$ cat src/rtl/serial_adder_pkg.sv
// Shared definitions for the bit-serial adder: state encoding and default width.
package serial_adder_pkg;

    localparam int DEFAULT_WIDTH = 8;

    typedef enum logic [1:0] {
        IDLE  = 2'd0,
        SHIFT = 2'd1,
        DONE  = 2'd2
    } state_t;

endpackage

$ cat src/rtl/full_adder.sv
// Single-bit full adder built from two half adders and an OR.
module full_adder (
    input  logic a,
    input  logic b,
    input  logic cin,
    output logic s,
    output logic cout
);

    logic p, g1, g2;

    assign p    = a ^ b;
    assign g1   = a & b;
    assign s    = p ^ cin;
    assign g2   = p & cin;
    assign cout = g1 | g2;

endmodule

$ cat src/rtl/serial_adder.sv
// Bit-serial WIDTH-bit adder/subtractor: one full-adder slice, LSB first,
// result and carry presented with a one-cycle done pulse.
module serial_adder
    import serial_adder_pkg::*;
#(
    parameter int WIDTH = DEFAULT_WIDTH
) (
    input  logic             clk,
    input  logic             rst_n,
    input  logic             start,
    input  logic             sub,
    input  logic [WIDTH-1:0] a,
    input  logic [WIDTH-1:0] b,
    input  logic             ci,
    output logic             busy,
    output logic             done,
    output logic [WIDTH-1:0] sum,
    output logic             co
);

    localparam int CW = (WIDTH > 1) ? $clog2(WIDTH) : 1;

    state_t           state;
    logic [WIDTH-1:0] a_sh, b_sh, res_sh;
    logic [CW-1:0]    count;
    logic             carry;
    logic             s_bit, c_bit;
    logic             accept;

    full_adder u_fa (
        .a    (a_sh[0]),
        .b    (b_sh[0]),
        .cin  (carry),
        .s    (s_bit),
        .cout (c_bit)
    );

    // DONE accepts a new start so back-to-back operations skip IDLE.
    assign accept = start && (state != SHIFT);

    always_ff @(posedge clk or negedge rst_n) begin
        if (!rst_n) begin
            state  <= IDLE;
            busy   <= 1'b0;
            done   <= 1'b0;
            sum    <= '0;
            co     <= 1'b0;
            a_sh   <= '0;
            b_sh   <= '0;
            res_sh <= '0;
            carry  <= 1'b0;
            count  <= '0;
        end else begin
            done <= 1'b0;
            if (accept) begin
                state  <= SHIFT;
                busy   <= 1'b1;
                a_sh   <= a;
                b_sh   <= sub ? ~b : b;
                carry  <= sub ? 1'b1 : ci;
                count  <= '0;
                res_sh <= '0;
            end else begin
                case (state)
                    SHIFT: begin
                        carry  <= c_bit;
                        res_sh <= {s_bit, res_sh[WIDTH-1:1]};
                        a_sh   <= a_sh >> 1;
                        b_sh   <= b_sh >> 1;
                        if (count == CW'(WIDTH-1)) begin
                            state <= DONE;
                            done  <= 1'b1;
                            sum   <= {s_bit, res_sh[WIDTH-1:1]};
                            co    <= c_bit;
                        end else begin
                            count <= count + 1'b1;
                        end
                    end
                    DONE: begin
                        state <= IDLE;
                        busy  <= 1'b0;
                    end
                    default: begin
                        state <= IDLE;
                        busy  <= 1'b0;
                    end
                endcase
            end
        end
    end

endmodule
$ cat config.mk
export PLATFORM = sky130hd
export DESIGN_NAME = serial_adder
export DESIGN_NICKNAME = d
export VERILOG_FILES = /design/src/rtl/serial_adder_pkg.sv /design/src/rtl/full_adder.sv /design/src/rtl/serial_adder.sv
export SDC_FILE = /design/constraint.sdc
export NUM_CORES = 1
export LEC_CHECK = 0
export CORE_MARGIN = 1
export CORE_UTILIZATION = 56
export CTS_BUF_LIST = sky130_fd_sc_hd__clkbuf_4 sky130_fd_sc_hd__clkbuf_8
export DETAILED_ROUTE_END_ITERATION = 7
export PLACE_DENSITY = 0.89
export SLEW_MARGIN = 20
export SYNTH_ARGS = -nofsm -noshare
export SYNTH_HDL_FRONTEND = slang
export SYNTH_HIERARCHICAL = 1
export SYNTH_SLANG_ARGS = --single-unit
$ cat constraint.sdc
create_clock -name clk -period 4.1 [get_ports clk]
set_clock_uncertainty 0.2 [all_clocks]
set_input_delay 0.82 -clock clk [delete_from_list [all_inputs] [get_ports clk]]
set_output_delay 0.82 -clock clk [all_outputs]
set_load 0.02 [all_outputs]
==> metrics.yaml <==
synth.area.mux_share_pct: 15.3
route.detailed.drc: 0
synth_cell_types: 23
clock.fmax_mhz: 427
postSynth.asyncResetShare_pct: 100
crit_path_start_kind: "flop"
yosys.area_share.simple_pct: 10.2
tns_ns: 0
p_sw_uw: 470
drive_gt1_share_pct: 12.7
ys.flop_type: "dfrtp_1"
yosys.area.top_type: "dfrtp_1"
critPathBufInv: 1
dpl.cell_count: 218
worstPathCellList: "clkdlybuf4s50_1"
via_per_inst: 5.18
synthCells: 152
hold_viol: 0
yosys.area_share.adder_pct: 2.47
rr_worst_depth: 3
crit_start: "sum[0]"
r2r_end: "count[0]"
hold_class: "reg -> reg"
final_cell_count_no_fill: 225
grt_use_total_pct: 20.9
syn_area_per_cell_um2: 12.0
gp_congestion: 0.728
r2r_slack_ns: 1.95
grt_max_degree: 50
rsz0062_at_grt: "false"
critPathCaptureType: "output pin"
vias: 1166
synth_top_family_by_area: "multiplexers"
drt_wl_total_um: 3050
cts_buffers: 5
r2r-start: "state[0]"
relSlewSlack_pct: 41.4
cts-root-buf: "clkbuf_4"
cp_slowest_cell: "clkdlybuf4s50_1"
synthTopCellsByCount: "dfrtp_1 (40), nand2_1 (21), o21ai_0 (21), mux2i_1 (15), mux2_2 (10)"
combinationalPowerShare_pct: 37.4
ys_ff_latch: 40
yosysMostFrequentCell: "dfrtp_1"
swShare_pct: 34.3
slowest_delay_ns: 0.61
p_leak_nw: 1.04
ys_warn_count: 6
max_cap_violations: 0
antenna_cells: 0
synth_fp_nets: 176
antenna_found_initial: 0
crit_type: "reg -> out"
cts-htree-levels: 2
period_share_pct: 57.1
post-dp-hpwl_um: 2160
final_nets: 205
fp.dieH_um: 59.0
clock_sinks: 40
drt_iter0_drc: 39
run_status: "completed"
max-vdd-ir-drop_uv: 356
core_um2: 3080
crit_required_ns: 3.08
portBuffers: 31
syn_area_um2: 1820
ys_seq_area_share_pct: 55.0
dr.pass1.iters: 4
rows: 20
ant_nets: 0
p_clk_share_pct: 15.8
clock_latency_ns: 0.35
post-cts-setup-buffer-count: 0
power_density_nw_per_um2: 631
min_from: "b_sh[5]"
synth_edf_count: 0
critical_path_peak_fanout: 2
p_int_uw: 901
die_w_um: 59.0
grt_overflow: 0
synthToLayoutAreaGrowth_pct: 19.4
crit_path_end: "sum[0]"
synth_top_area_share_pct: 55.0
critPathTopFamily: "buffers and inverters"
fin_crit_ns: 2.34
cts_tree: "yes"
setup_viol: 0
arrival_ns: 1.32
clock_path_buffers: 2
start_util_pct: 59.1
timing.final.max_slew_violations: 0
ys_top_cells_by_area: "dfrtp_1 (55%), mux2i_1 (8.2%), mux2_2 (6.2%)"
path_clk_slew_ns: 0.12
wire_per_inst_um: 13.5
cts-hold-fix-buffers: 0
synth_compound_area_share_pct: 8.25
worst_slew_pin_slew_ns: 0.877
grt_pass1_vias: 1212
nFillCells: 239
grt_pass1_wl_um: 5220
ios: 32
die_area_um2: 3480
worstSetupPathDepth: 1
p_seq_share_pct: 46.8
cts_resized: 0
synthXorXnorAreaFrac_pct: 3.85
cell type report:
class	count	area, um^2	area share, %
clock buffer	7	65.1	2.99
inverter	3	11.3	0.518
multi-input combinational	99	728	33.5
sequential	40	1000	46.1
tap	44	55.1	2.53
timing repair buffer	32	313	14.4
worst reg2reg max path, stage by stage (launching register included):
cell	delay (ns)
dfrtp_1	0.41
nor2b_4	0.75
o21ai_0	0.34
mux2_4	0.33
layer usage:
layer,vias to the layer above,part of all wire [%],GRT usage [%]
met5,-,0,0
met4,0,2.1,12.2
met3,7,3.9,4.80
met2,29,52,35.1
met1,566,42,24.6
li1,564,-,-
power groups by stage:
| stage | registers [mW] | logic (mW) | clock network [mW] |
|---|---|---|---|
| final | 0.641 | 0.513 | 0.217 |
| after floorplan | 0.679 | 0.330 | 0 |
| after detailed placement | 0.651 | 0.520 | 0 |
| after CTS | 0.643 | 0.522 | 0.223 |
| after global routing | 0.659 | 0.573 | 0.237 |
| after global placement | 0.638 | 0.485 | 0 |
per-stage QoR:
step	worst slack, ns	util [%]	hold slack (ns)	cell area (um^2)	power, mW
5_1_grt	1.71	70.6	0.330	2170	1.47
2_1_floorplan	2.38	-	0.248	1820	1.01
4_1_cts	1.73	70.6	0.300	2170	1.39
3_5_place_dp	1.42	68.5	0.269	2110	1.17
6_report	1.76	70.6	0.296	2170	1.37
3_3_place_gp	1.54	68.5	0.260	2110	1.12
how the worst min path moves through the flow:
stage               to  cells after the start  slack [ns]
4_1_cts        b_sh[4]                      2        0.30
6_report       b_sh[4]                      2        0.30
2_1_floorplan  b_sh[0]                      2        0.25
3_3_place_gp   b_sh[4]                      2        0.26
3_5_place_dp   b_sh[4]                      2        0.27
5_1_grt        b_sh[4]                      2        0.33
state kept, by name, indices dropped and copies added (netlist names):
signal,flops
co,1
b_sh,8
carry,1
res_sh,7
a_sh,8
done,1
state,2
busy,1
count,3
sum,8
logic make-up (layout without fill, tap and decap cells):
family                     after synthesis  after routing
AOI/OAI and AO/OA                       27             27
xor gates and xnor gates                 8              8
adders and majority gates                3              3
buffers and inverters                   13             42
DFF                                     40             40
muxes                                   26             26
and+or+nand+nor                         35             35
placed cells by master, fill, tap and decap left out:
| cell type | Yosys | layout |
|---|---|---|
| nor2b_4 | 2 | 2 |
| nand2b_1 | 7 | 7 |
| nor2_1 | 4 | 4 |
| nand3b_4 | 1 | 1 |
| mux2_4 | 1 | 1 |
| clkbuf_4 | 0 | 5 |
| clkbuf_8 | 0 | 2 |
| a211oi_1 | 2 | 2 |
| xor2_1 | 7 | 7 |
| o21ai_1 | 1 | 1 |
| inv_1 | 3 | 3 |
| dfrtp_1 | 40 | 40 |
| clkdlybuf4s50_1 | 0 | 30 |
| a22o_1 | 2 | 2 |
| a21o_1 | 1 | 1 |
| xnor2_1 | 1 | 1 |
| buf_2 | 3 | 1 |
| mux2i_1 | 15 | 15 |
| mux2_2 | 10 | 10 |
| fa_1 | 1 | 1 |
| buf_4 | 2 | 1 |
| nand2_1 | 21 | 21 |
| ha_1 | 2 | 2 |
| o21ai_0 | 21 | 21 |
Note: power is estimated with default switching activity, not from simulation.
